<file path="src/rtl/mem_arbiter_pkg.sv">
`default_nettype none
// ============================================================================
// Module   : mem_arbiter_pkg
// Purpose  : Shared types and constants for the fetch/data memory arbiter.
// Revision : 1.0 - initial release
// ============================================================================
package mem_arbiter_pkg;

    typedef enum logic [1:0] {
        IDLE   = 2'd0,
        ACCESS = 2'd1,
        DONE   = 2'd2
    } state_t;

    localparam logic C_GRANT_IF            = 1'b0;
    localparam logic C_GRANT_D             = 1'b1;
    localparam int   C_DEFAULT_WAIT_CYCLES = 4;
    localparam int   C_CNT_WIDTH           = 4;

endpackage
`default_nettype wire

</file>
<file path="src/rtl/wait_counter.sv">
`default_nettype none
// ============================================================================
// Module   : wait_counter
// Purpose  : Access-length counter; tc is high on the last counted cycle.
// Revision : 1.0 - initial release
// ============================================================================
module wait_counter
    import mem_arbiter_pkg::*;
#(
    parameter logic [C_CNT_WIDTH-1:0] LIMIT = C_CNT_WIDTH'(C_DEFAULT_WAIT_CYCLES)
) (
    input  logic clk,
    input  logic rst,
    input  logic clear,
    input  logic enable,
    output logic tc
);

    logic [C_CNT_WIDTH-1:0] r_count;

    always_ff @(posedge clk or negedge rst) begin
        if (!rst) begin
            r_count <= '0;
        end else if (clear || (enable && tc)) begin
            r_count <= '0;
        end else if (enable) begin
            r_count <= r_count + 1'b1;
        end
    end

    assign tc = (r_count == LIMIT - 1'b1);

endmodule
`default_nettype wire

</file>
<file path="src/rtl/mem_arbiter.sv">
`default_nettype none
// ============================================================================
// Module   : mem_arbiter
// Purpose  : Arbitrates fetch and data ports onto one fixed-latency memory.
// Revision : 1.0 - initial release
// ============================================================================
module mem_arbiter
    import mem_arbiter_pkg::*;
#(
    parameter int WAIT_CYCLES = C_DEFAULT_WAIT_CYCLES
) (
    input  logic        clk,
    input  logic        rst,
    input  logic        if_req,
    input  logic [31:0] if_addr,
    output logic [31:0] if_rdata,
    output logic        if_ready,
    input  logic        d_req,
    input  logic        d_we,
    input  logic [31:0] d_addr,
    input  logic [31:0] d_wdata,
    output logic [31:0] d_rdata,
    output logic        d_ready,
    output logic        mem_en,
    output logic        mem_we,
    output logic [31:0] mem_addr,
    output logic [31:0] mem_wdata,
    input  logic [31:0] mem_rdata,
    output logic        if_stall,
    output logic        d_stall
);

    state_t      r_state;
    state_t      w_next_state;
    logic        r_grant;
    logic        w_next_grant;
    logic        r_last_grant;
    logic [31:0] r_if_rdata;
    logic [31:0] r_d_rdata;
    logic        w_in_access;
    logic        w_tc;

    assign w_in_access = (r_state == ACCESS);

    wait_counter #(
        .LIMIT (C_CNT_WIDTH'(WAIT_CYCLES))
    ) u_wait_counter (
        .clk    (clk),
        .rst    (rst),
        .clear  (~w_in_access),
        .enable (w_in_access),
        .tc     (w_tc)
    );

    always_ff @(posedge clk or negedge rst) begin
        if (!rst) begin
            r_state      <= IDLE;
            r_grant      <= C_GRANT_IF;
            r_last_grant <= C_GRANT_IF;
        end else begin
            r_state <= w_next_state;
            r_grant <= w_next_grant;
            if (r_state == DONE) begin
                r_last_grant <= r_grant;
            end
        end
    end

    // Read data is captured on the final access cycle; writes leave d_rdata alone.
    always_ff @(posedge clk or negedge rst) begin
        if (!rst) begin
            r_if_rdata <= '0;
            r_d_rdata  <= '0;
        end else if (w_in_access && w_tc) begin
            if (r_grant == C_GRANT_D) begin
                if (!d_we) begin
                    r_d_rdata <= mem_rdata;
                end
            end else begin
                r_if_rdata <= mem_rdata;
            end
        end
    end

    always_comb begin
        w_next_state = r_state;
        w_next_grant = r_grant;
        mem_en       = 1'b0;
        mem_we       = 1'b0;
        mem_addr     = '0;
        mem_wdata    = '0;
        case (r_state)
            IDLE: begin
                if (if_req || d_req) begin
                    w_next_state = ACCESS;
                    if (if_req && d_req) begin
                        // Data normally wins a tie, but never twice in a row.
                        w_next_grant = (r_last_grant == C_GRANT_D) ? C_GRANT_IF : C_GRANT_D;
                    end else begin
                        w_next_grant = d_req ? C_GRANT_D : C_GRANT_IF;
                    end
                end
            end
            ACCESS: begin
                mem_en = 1'b1;
                if (r_grant == C_GRANT_D) begin
                    mem_we    = d_we;
                    mem_addr  = d_addr;
                    mem_wdata = d_wdata;
                end else begin
                    mem_addr  = if_addr;
                end
                if (w_tc) begin
                    w_next_state = DONE;
                end
            end
            DONE: begin
                w_next_state = IDLE;
            end
            default: begin
                w_next_state = IDLE;
            end
        endcase
    end

    assign if_ready = (r_state == DONE) && (r_grant == C_GRANT_IF);
    assign d_ready  = (r_state == DONE) && (r_grant == C_GRANT_D);
    assign if_rdata = r_if_rdata;
    assign d_rdata  = r_d_rdata;
    assign if_stall = if_req & ~if_ready;
    assign d_stall  = d_req & ~d_ready;

endmodule
`default_nettype wire

</file>
<file path="config.mk">
export PLATFORM = sky130hd
export DESIGN_NAME = mem_arbiter
export DESIGN_NICKNAME = d
export VERILOG_FILES = /design/src/rtl/mem_arbiter_pkg.sv /design/src/rtl/wait_counter.sv /design/src/rtl/mem_arbiter.sv
export SDC_FILE = /design/constraint.sdc
export NUM_CORES = 1
export LEC_CHECK = 0
export ABC_CLOCK_PERIOD_IN_PS = 2800
export BUFFER_PORTS_ARGS = -buffer_cell sky130_fd_sc_hd__buf_4
export CAP_MARGIN = 20
export CORE_AREA = 2 2 103 105
export DETAILED_ROUTE_END_ITERATION = 6
export DIE_AREA = 0 0 105 107
export GPL_ROUTABILITY_DRIVEN = 0
export PLACE_DENSITY = 0.68
export SYNTH_ARGS = -nofsm -noshare
export SYNTH_HDL_FRONTEND = slang
export SYNTH_HIERARCHICAL = 1
export SYNTH_SLANG_ARGS = --single-unit
export TNS_END_PERCENT = 30
</file>
<file path="constraint.sdc">
create_clock -name clk -period 2.8 [get_ports clk]
set_input_delay 0.14 -clock clk [delete_from_list [all_inputs] [get_ports clk]]
set_output_delay 0.14 -clock clk [all_outputs]
set_load 0.1 [all_outputs]
</file>
==> summary.md, run 1 <==
| Metric | Value |
|---|---|
| Outcome | `completed` |
| Logic depth of the worst register-to-register path | `6` |
| Post-layout nets | `684` |
| Port buffer count | `266` |
| Worst hold slack | `between 20 and 30 ps` |
| CP Data Arrival Time | `1950 ps` |
| Share of layout cells above drive strength 1 | `63.0%` |
| Synthesized net count | `roughly 420` |
| Clock tree from TritonCTS | `yes` |
| Maximum number of pins on one net before global-route repair | `73` |
| Ports placed on the boundary | `roughly 270` |
| Std cell rows | `37` |
| Final total negative setup slack | `0 ps` |
| Number of synthesis warnings | `6` |
| Count of flip-flops with a built-in enable after synthesis | `0` |
| Starting Density | `34.9%` |
| Post-detailed-routing wire length | `roughly 13000 um` |
| Syn Area/Cell | `12.2 um^2` |
| Remaining max-slew budget at the tightest pin | `41.2%` |
| Worst reg2reg setup slack | `roughly 730 ps` |
| Post_cts resized | `0` |
| RSZ-0062 raised after global routing | `no` |
| DRT antenna net count | `0` |
| Area inside the core boundary | `10100 um^2` |
| Number of distinct library cells after synthesis | `31` |
| Ranking of synthesized cells by instance count | `72 x sky130_fd_sc_hd__dfrtp_1, 56 x sky130_fd_sc_hd__mux2_2, 36 x sky130_fd_sc_hd__nor2_1` |
| Wire length of the first global-routing pass | `about 19000 um` |
| Count of endpoints failing setup in the final report | `0` |
| Share of async-settable or async-resettable flops after synthesis | `100%` |
| Number of global-route vias before repair | `3230` |
| CP peak stage delay | `between 600 and 700 ps` |
| Width of the chip | `approximately 110 um` |
| Total via count in the routed design | `roughly 3300` |
| R2R Path Start | `u_wait_counter/r_count[0]$_DFFE_PN0P_` |
| Type of element launching the critical path | `flop` |
| Clock root buffer master | `sky130_fd_sc_hd__clkbuf_8` |
| Startpoint of the most critical hold path | `mem_rdata[5]` |
| Total standard cell area after synthesis | `3530 um^2` |
| Overflow after GRT | `0` |
| Cell with the most instances after synthesis | `sky130_fd_sc_hd__dfrtp_1` |
| Final hold violations | `0` |
| Crit Path Category | `reg2out` |
| Global-route usage over all layers | `22.8%` |
| Post-detailed-route via-to-cell ratio | `4.80` |
| Critical path fanouts, max | `52` |
| Cells taking the most area after synthesis | `sky130_fd_sc_hd__dfrtp_1 51%, sky130_fd_sc_hd__mux2_2 18%, sky130_fd_sc_hd__mux2i_1 9.1%, sky130_fd_sc_hd__and3_1 5.9%, sky130_fd_sc_hd__nor2_1 3.8%` |
| Post-Syn Instances | `288` |
| Number of buffers on the longest clock path | `2` |
| # Post-CTS Setup Buffers | `0` |
| Area after detailed placement | `5630 um^2` |
| H-tree level count | `3` |
| # hold bufs at CTS | `1` |
| Data required time of the worst path | `2660 ps` |
| Clock net sink count | `roughly 70` |
| Endpoint type of the worst setup path | `output port` |
| Actual transition at the worst max-transition pin | `882 ps` |
| Yosys top cell by area | `sky130_fd_sc_hd__dfrtp_1` |
| Last element of the critical path | `mem_addr[1]` |
| Die Height | `107 um` |
| Max capacitance violation total | `0` |
| Detailed Place HPWL | `10700 um` |
| Dpl cells | `slightly below 700` |
| Number of buffers inserted during clock tree synthesis | `9` |
| Worst reg2reg path endpoint | `d_rdata[28]$_DFFE_PN0P_` |
| Crit path from | `r_grant$_DFFE_PN0P_` |
| Count of state elements after synthesis | `72` |
| Clk Latency, worst-skew pair | `340 ps` |
| DRC Markers | `0` |
| Fin Clk Skew | `about 12 ps` |
| Synth top area share | `51.1%` |
| Max Slew Vio Count | `0` |
| Clock transition at the registers of the reported paths | `~80 ps` |
| Max Fclk | `between 400 and 500 MHz` |
| Die area | `approximately 11000 um^2` |
| Fin area | `5880 um^2` |
| Iter 0 DRT Violations | `146` |
| Minimum clock period after layout | `roughly 2100 ps` |
| Initial DRT Pass Iterations | `4` |
| Standard cell with the maximum stage delay on the critical path | `sky130_fd_sc_hd__dfrtp_2` |
| Sequential cell area fraction in the yosys report | `51.1%` |
| Number of antenna violations at the first check in global routing | `0` |
| Non-filler instance count after layout | `690` |
| Predominant post-synthesis flop cell | `sky130_fd_sc_hd__dfrtp_1` |
| Share of the clock period used by the worst path after layout | `74.5%` |
| Antenna diode count | `0` |
| Class of the tightest hold or removal check | `in2reg` |
| Layout overhead on the synthesized area | `66.9%` |
| Routed wire length per instance | `18.7 um` |
| Cell-by-cell trace of the critical path | `buf_12 > mux2i_1 > nor2_1 > buf_4` |
how the worst min path moves through the flow:
stage,depth (start not counted),endpoint,slack [ps]
detailed placement,1,d_rdata[22]$_DFFE_PN0P_,320
global route,2,if_rdata[0]$_DFFE_PN0P_,10
CTS,2,if_rdata[5]$_DFFE_PN0P_,8
floorplan,0,d_rdata[0]$_DFFE_PN0P_,-160
finish,2,if_rdata[5]$_DFFE_PN0P_,30
global placement,1,d_rdata[22]$_DFFE_PN0P_,310
critical path, delay by kind of cell (launching register included):
| family | cells | cell delay, ps |
|---|---|---|
| muxes | 1 | 290 |
| and+or+nand+nor | 1 | 70 |
| buffers and inverters | 2 | 570 |
| DFF | 1 | 660 |
per-layer routing:
| layer | vias to the layer above | global-route usage, % | share of wire (%) |
|---|---|---|---|
| met2 | 172 | 37.8 | 50 |
| met4 | 0 | 8.86 | 2.8 |
| li1 | 1530 | - | - |
| met5 | - | 0 | 0 |
| met3 | 17 | 9.12 | 10 |
| met1 | 1594 | 26.3 | 37 |
sequential cells by signal, summed over array words and instances, names as in the netlist:
signal                  cells
r_last_grant                1
u_wait_counter/r_count      4
if_rdata                   32
r_grant                     1
d_rdata                    32
r_state                     2
metrics by stage:
stage / utilization (%) / worst slack [ps]
2_1_floorplan: - / 45.9
3_3_place_gp: 55.8 / 801
3_5_place_dp: 55.8 / 749
4_1_cts: 58.3 / 671
5_1_grt: 58.3 / 584
6_report: 58.3 / 714
layout make-up:
class	count	area (um^2)
tap	136	170
sequential	72	1800
clock buffer	10	138
inverter	2	10.0
multi-input combinational	192	1590
clock inverter	5	104
fill	885	4210
timing repair buffer	273	2060
cells by family after synthesis:
kind of cell,Yosys count,synth area share [%]
mux,97,29.8
simple gates,88,13.4
flops,72,51.1
buf+inv,24,3.83
compound gates,6,1.42
fa+ha+maj,1,0.355
cell usage in the layout, fill, tap and decap left out, drive strengths merged, types with 3 or more instances in the layout:
cell type	n
nor2b	3
nand2	4
inv	3
clkbuf	10
mux2i	32
bufinv	3
and3	33
mux2	65
buf	272
nor2	36
dfrtp	72
Power of run 1 is not shown: default switching activity piles up to over one toggle a cycle in this logic, so the estimate is an artifact.
==> inputs of run 2 (changes only) <==
- ABC_CLOCK_PERIOD_IN_PS: 2800 -> 2000
- clock period: 2.8 -> 2 ns (I/O delays scaled with it)
==> run 2 against run 1 <==
  * First-iteration DRC count increased by 12%
  * Utilization up 3.5 points
  * Register-to-register slack worse by 570 ps
  * Hold slack worse by 5.7 ps
  * Design area rose by 6.0%
  * Routed wire length is 1.2% lower
  * Via count up 2.6%
  * Sequential share of layout area is 1.7 points lower
  * Flip-flop and latch count stayed put
  * Final cell count is 4.8% higher
==> summary.md, run 2 (same netlist as run 1, synthesis figures left out) <==
| Metric | Value |
|---|---|
| Class of the tightest hold or removal check | `in2reg` |
| Antenna diode count | `0 (unchanged)` |
| Initial DRT Pass Iterations | `4 (unchanged)` |
| Outcome | `completed` |
| Data required time of the worst path | `1900 ps (-760 ps)` |
| Maximum number of pins on one net before global-route repair | `57 (-22%)` |
| Post-detailed-routing wire length | `12800 um (-1.2%)` |
| Most frequent cells in the layout | `268 x sky130_fd_sc_hd__buf_4, 71 x sky130_fd_sc_hd__dfrtp_1, 56 x sky130_fd_sc_hd__mux2_2` |
| Most frequent standard cell in the layout excluding fill and tap cells | `sky130_fd_sc_hd__buf_4` |
| CP peak stage delay | `450 ps (-210 ps)` |
| Width of the chip | `105 um (unchanged)` |
| Actual transition at the worst max-transition pin | `589 ps (-294 ps)` |
| Crit Path Category | `reg2out` |
| Cell family with the largest share of critical-path delay | `buffers and inverters` |
| Area inside the core boundary | `10100 um^2 (unchanged)` |
| Die Height | `107 um (unchanged)` |
| Number of global-route vias before repair | `3495 (+8.2%)` |
| R2R Path Start | `u_wait_counter/r_count[0]$_DFFE_PN0P_` |
| Max Fclk | `527 MHz` |
| Final core utilization | `61.8% (+3.5 points)` |
| Worst reg2reg path endpoint | `d_rdata[16]$_DFFE_PN0P_` |
| RSZ-0062 raised after global routing | `no` |
| Min-Delay Endpoint | `d_rdata[10]$_DFFE_PN0P_` |
| Share of the clock period used by the worst path after layout | `95.0%` |
| Number of antenna violations at the first check in global routing | `0 (unchanged)` |
| Worst hold slack | `19.3 ps (-5.71 ps)` |
| Std cell rows | `37 (unchanged)` |
| Global-route usage over all layers | `22.6% (-0.19 points)` |
| Logic depth of the worst register-to-register path | `5 (-1)` |
| Count of endpoints failing setup in the final report | `0 (unchanged)` |
| Total via count in the routed design | `3398 (+2.6%)` |
| Clock root buffer master | `sky130_fd_sc_hd__clkbuf_8` |
| Minimum clock period after layout | `approximately 1900 ps` |
| Number of buffers on the longest clock path | `2 (unchanged)` |
| Post-detailed-route via-to-cell ratio | `4.70 (-2.1%)` |
| Clock transition at the registers of the reported paths | `70 ps (about the same)` |
| Non-filler instance count after layout | `723 (+4.8%)` |
| DRC Markers | `0 (unchanged)` |
| Max capacitance violation total | `0 (unchanged)` |
| Layout overhead on the synthesized area | `76.8%` |
| Routed wire length per instance | `17.7 um (-5.7%)` |
| Starting Density | `34.9% (unchanged)` |
| Overflow after GRT | `0 (unchanged)` |
| Clock net sink count | `72 (unchanged)` |
| Share of layout cells above drive strength 1 | `61.8% (-1.2 points)` |
| Post-layout nets | `717 (+4.8%)` |
| Clk Latency, worst-skew pair | `330 ps (about the same)` |
| Startpoint of the most critical hold path | `mem_rdata[10]` |
| Cell-by-cell trace of the critical path | `buf_12 > mux2i_1 > nor2_1 > buf_4` |
| Dpl cells | `677 (+0.45%)` |
| Wire length of the first global-routing pass | `19400 um (+1.8%)` |
| Fin Clk Skew | `10.3 ps (-1.34 ps)` |
| Type of element launching the critical path | `flop` |
| Standard cell with the maximum stage delay on the critical path | `sky130_fd_sc_hd__dfrtp_2` |
| H-tree level count | `3 (unchanged)` |
| Clock tree from TritonCTS | `yes` |
| CP Data Arrival Time | `1800 ps (-150 ps)` |
| DRT antenna net count | `0 (unchanged)` |
| Die area | `11200 um^2 (unchanged)` |
| Hold-critical path depth | `2 (unchanged)` |
| Max Slew Vio Count | `0 (unchanged)` |
| Number of buffers inserted during clock tree synthesis | `9 (unchanged)` |
| Worst reg2reg setup slack | `160 ps (-570 ps)` |
| Ports placed on the boundary | `267 (unchanged)` |
| Worst path bufs/invs | `2 (unchanged)` |
| Critical path fanouts, max | `56 (+7.7%)` |
| Remaining max-slew budget at the tightest pin | `60.7% (+20 points)` |
| Detailed Place HPWL | `10200 um (-5.4%)` |
| Final hold violations | `0 (unchanged)` |
| Port buffer count | `266 (unchanged)` |
| Endpoint type of the worst setup path | `output port` |
| Iter 0 DRT Violations | `164 (+12%)` |
run 2: cell types whose count changed in the layout (fill, tap and decap cells not counted), moves of 2 or more:
cell,previous run,this run
sky130_fd_sc_hd__bufinv_16,3,1
sky130_fd_sc_hd__buf_12,1,4
sky130_fd_sc_hd__and3_1,33,25
sky130_fd_sc_hd__and3_2,0,8
sky130_fd_sc_hd__buf_6,0,3
sky130_fd_sc_hd__clkinv_4,0,2
sky130_fd_sc_hd__dlygate4sd3_1,1,31
sky130_fd_sc_hd__buf_4,271,268
run 2: metrics by stage:
step | cell area, um^2 | TNS [ps] | setup WS (ps)
finish | 6230 | 0 | 101
global route | 6230 | 0 | 6.94
CTS | 6200 | 0 | 23.4
detailed placement | 5710 | 0 | 41.3
global placement | 5710 | 0 | 135
floorplan | 3540 | -9920 | -347
run 2: layout make-up:
type	count	area (um^2)
clock inverters	5	57.6
flip-flops and latches	72	1800
well taps	136	170
multi-input cells	192	1620
repair buffers	306	2440
clock buffers	10	138
fillers	863	3860
inverters	2	10.0
run 2: metal layers:
layer	GRT usage [%]	part of all wire, %	up-vias
li1	-	-	1601
met1	25.2	38	1628
met2	41.7	53	160
met3	6.63	7.8	9
met4	6.29	1.6	0
met5	0	0	-
run 2: timing repair:
action,4_1_cts,5_1_grt
hold buffers,29,2
endpoints found under the hold margin,94,4
setup endpoints to repair,5,116
gates resized for setup,2,3
setup buffers,0,0
run 2: how the worst max path moves through the flow:
stage | cells after the start | start | slack [ps] | to
after global placement | 5 | u_wait_counter/r_count[0]$_DFFE_PN0P_ | 140 | if_rdata[8]$_DFFE_PN0P_
final | 4 | r_grant$_DFFE_PN0P_ | 100 | mem_addr[27]
after floorplan | 4 | r_grant$_DFFE_PN0P_ | -350 | mem_addr[25]
after CTS | 5 | u_wait_counter/r_count[0]$_DFFE_PN0P_ | 20 | if_rdata[8]$_DFFE_PN0P_
after global routing | 4 | r_grant$_DFFE_PN0P_ | 7 | mem_addr[27]
after detailed placement | 5 | u_wait_counter/r_count[0]$_DFFE_PN0P_ | 40 | if_rdata[8]$_DFFE_PN0P_
Power of run 2 is left out for the same reason.
==> inputs of run 3 (changes only) <==
- BUFFER_PORTS_ARGS: -buffer_cell sky130_fd_sc_hd__buf_4 -> not set
- CORE_AREA: 2 2 103 105 -> 2 2 104 106
- DIE_AREA: 0 0 105 107 -> 0 0 106 108
- DONT_BUFFER_PORTS: not set -> 1
- PLACE_DENSITY: 0.68 -> 0.45
- SLEW_MARGIN: not set -> 20
==> run 3 against run 2 <==
  * Critical path depth rose by 1
  * Clock-buffer cell count fell by 1
  * Sequential share of layout area rose by 2.9 points
  * First-iteration DRC count fell by 49%
  * Routed wire length fell by 20%
  * Register-to-register slack got worse by 20 ps
==> summary.md, run 3 (same netlist as run 1, synthesis figures left out) <==
| Metric | Value |
|---|---|
| Max capacitance violation total | `0 (unchanged)` |
| Total via count in the routed design | `2892 (-15%)` |
| Final total negative setup slack | `0 ps (unchanged)` |
| Footprint of the multi-input gates | `1700 um^2 (+5.0%)` |
| Endpoint type of the worst setup path | `output port` |
| Cell family with the largest share of critical-path delay | `buffers and inverters` |
| Area inside the core boundary | `10200 um^2 (+1.4%)` |
| Class of the tightest hold or removal check | `in2reg` |
| Share of layout cells above drive strength 1 | `58.1% (-3.8 points)` |
| Antenna diode count | `0 (unchanged)` |
| Data required time of the worst path | `1900 ps (about the same)` |
| Routed wire length per instance | `17.0 um (-3.6%)` |
| Detailed Place HPWL | `7470 um (-26%)` |
| Remaining max-slew budget at the tightest pin | `76.0% (+15 points)` |
| Minimum clock period after layout | `1930 ps (+31.1 ps)` |
| CP Data Arrival Time | `1830 ps (+30 ps)` |
| Number of buffers inserted during clock tree synthesis | `9 (unchanged)` |
| Number of buffers on the longest clock path | `2 (unchanged)` |
| Register area | `1800 um^2 (unchanged)` |
| Hold-critical path depth | `2 (unchanged)` |
| Critical path fanouts, max | `18 (-68%)` |
| Clock tree from TritonCTS | `yes` |
| DRT antenna net count | `0 (unchanged)` |
| Clock transition at the registers of the reported paths | `80 ps (about the same)` |
| Die area | `11400 um^2 (+1.9%)` |
| CP peak stage delay | `420 ps (-30 ps)` |
| Most frequent cells in the layout | `100 x sky130_fd_sc_hd__buf_4, 71 x sky130_fd_sc_hd__dfrtp_1, 56 x sky130_fd_sc_hd__mux2_2` |
| Post-detailed-route via-to-cell ratio | `4.81 (+2.4%)` |
| Max Slew Vio Count | `0 (unchanged)` |
| Post-Place Worst Slack | `85.1 ps (+43.8 ps)` |
| Layout overhead on the synthesized area | `60.8%` |
| Post-detailed-routing wire length | `10200 um (-20%)` |
| Wire length of the first global-routing pass | `15100 um (-22%)` |
| Worst path bufs/invs | `3 (+1)` |
| Outcome | `completed` |
| Overflow after GRT | `0 (unchanged)` |
| Final hold violations | `0 (unchanged)` |
| Global-route usage over all layers | `16.8% (-5.8 points)` |
| Number of antenna violations at the first check in global routing | `0 (unchanged)` |
| Clk Latency, worst-skew pair | `330 ps (about the same)` |
| Std cell rows | `37 (unchanged)` |
| Critical path depth | `5 (+1)` |
| Die Height | `108 um (+0.93%)` |
| Width of the chip | `106 um (+0.95%)` |
| Logic depth of the worst register-to-register path | `7 (+2)` |
| Post-layout nets | `594 (-17%)` |
| Most frequent standard cell in the layout excluding fill and tap cells | `sky130_fd_sc_hd__buf_4` |
| Clock net sink count | `72 (unchanged)` |
| Port buffer count | `0 (-100%)` |
| Iter 0 DRT Violations | `84 (-49%)` |
| Crit Path Category | `reg2out` |
| Standard cell with the maximum stage delay on the critical path | `sky130_fd_sc_hd__dfrtp_1` |
| Max Fclk | `518 MHz (-1.6%)` |
| Type of element launching the critical path | `flop` |
| Ports placed on the boundary | `267 (unchanged)` |
| Number of global-route vias before repair | `2902 (-17%)` |
| Filler cells | `861 (-0.23%)` |
| Clock root buffer master | `sky130_fd_sc_hd__clkbuf_8` |
| Cell-by-cell trace of the critical path | `nor2b_4 > buf_4 > clkbuf_16 > and3_1 > buf_4` |
| Share of the clock period used by the worst path after layout | `96.5% (+1.6 points)` |
| Actual transition at the worst max-transition pin | `360 ps (-228 ps)` |
| Count of endpoints failing setup in the final report | `0 (unchanged)` |
| Starting Density | `34.5% (-0.47 points)` |
| H-tree level count | `3 (unchanged)` |
| Initial DRT Pass Iterations | `4 (unchanged)` |
| Maximum number of pins on one net before global-route repair | `73 (+28%)` |
| Cell mode on critical path | `sky130_fd_sc_hd__buf_4` |
| Worst Slack Setup Final | `69.8 ps (-31.1 ps)` |
| Fin Clk Skew | `9.78 ps (-0.569 ps)` |
| DRC Markers | `0 (unchanged)` |
==> run 3: cell types whose count changed in the layout (fill, tap and decap cells not counted), moves of 4 or more <==
cell / previous run / this run
sky130_fd_sc_hd__nor2_1: 34 / 3
sky130_fd_sc_hd__buf_12: 4 / 15
sky130_fd_sc_hd__buf_6: 3 / 30
sky130_fd_sc_hd__nor2_2: 2 / 33
sky130_fd_sc_hd__dlygate4sd3_1: 31 / 35
sky130_fd_sc_hd__buf_4: 268 / 100
==> run 3: path summary, 6_finish.rpt <==
check | start | endpoint | slack [ps]
worst max register to register | u_wait_counter/r_count[1]$_DFFE_PN0P_ | if_rdata[4]$_DFFE_PN0P_ | 140
worst min-delay path | d_req | r_state[0]$_DFFE_PN0P_ | 30
worst min register to register | r_last_grant$_DFFE_PN0N_ | r_last_grant$_DFFE_PN0N_ | 490
worst max-delay path | r_state[0]$_DFFE_PN0P_ | mem_wdata[3] | 70
min in group asynchronous | rst | d_rdata[28]$_DFFE_PN0P_ | 330
max in group asynchronous | rst | r_grant$_DFFE_PN0P_ | 1380
==> run 3: repair_timing <==
action                                 4_1_cts  5_1_grt
setup endpoints to repair                   43       74
hold buffers                                36        0
gates cloned                                 0        2
buffers inserted                             0        4
gates resized for setup                     33        3
endpoints found under the hold margin      137        0
==> run 3: area by class of cell <==
| type | count | share of cell area (%) |
|---|---|---|
| repair buffers | 183 | 32.0 |
| well taps | 136 | 3.00 |
| multi-input cells | 192 | 30.0 |
| inverters | 2 | 0.177 |
| clock buffers | 9 | 2.18 |
| clock inverters | 7 | 0.816 |
| flip-flops and latches | 72 | 31.8 |
==> run 3: routing by layer <==
| metal | vias to the layer above | routed length, um | global-route usage [%] |
|---|---|---|---|
| met5 | - | 0 | 0 |
| met4 | 0 | 83 | 3.57 |
| met3 | 7 | 652 | 4.28 |
| met2 | 135 | 5440 | 31.0 |
| met1 | 1392 | 4060 | 19.6 |
| li1 | 1358 | - | - |
==> run 3: worst reg2reg max path, stage by stage (launching register included) <==
cell	delay [ps]
sky130_fd_sc_hd__dfrtp_1	380
sky130_fd_sc_hd__ha_2	200
sky130_fd_sc_hd__nor3b_2	150
sky130_fd_sc_hd__buf_4	160
sky130_fd_sc_hd__nor3b_4	220
sky130_fd_sc_hd__buf_12	150
sky130_fd_sc_hd__buf_12	150
sky130_fd_sc_hd__mux2_2	350
==> run 3: metrics by stage <==
step | util, % | hold slack [ps] | instance area, um^2 | std cells
2_1_floorplan | - | -196 | 3540 | 288
3_3_place_gp | 47.9 | -194 | 4900 | 543
3_5_place_dp | 47.9 | -194 | 4900 | 543
4_1_cts | 54.4 | 23.5 | 5570 | 595
5_1_grt | 55.4 | 19.0 | 5670 | 601
6_report | 55.4 | 33.7 | 5670 | 601
Power of run 3 is left out for the same reason.
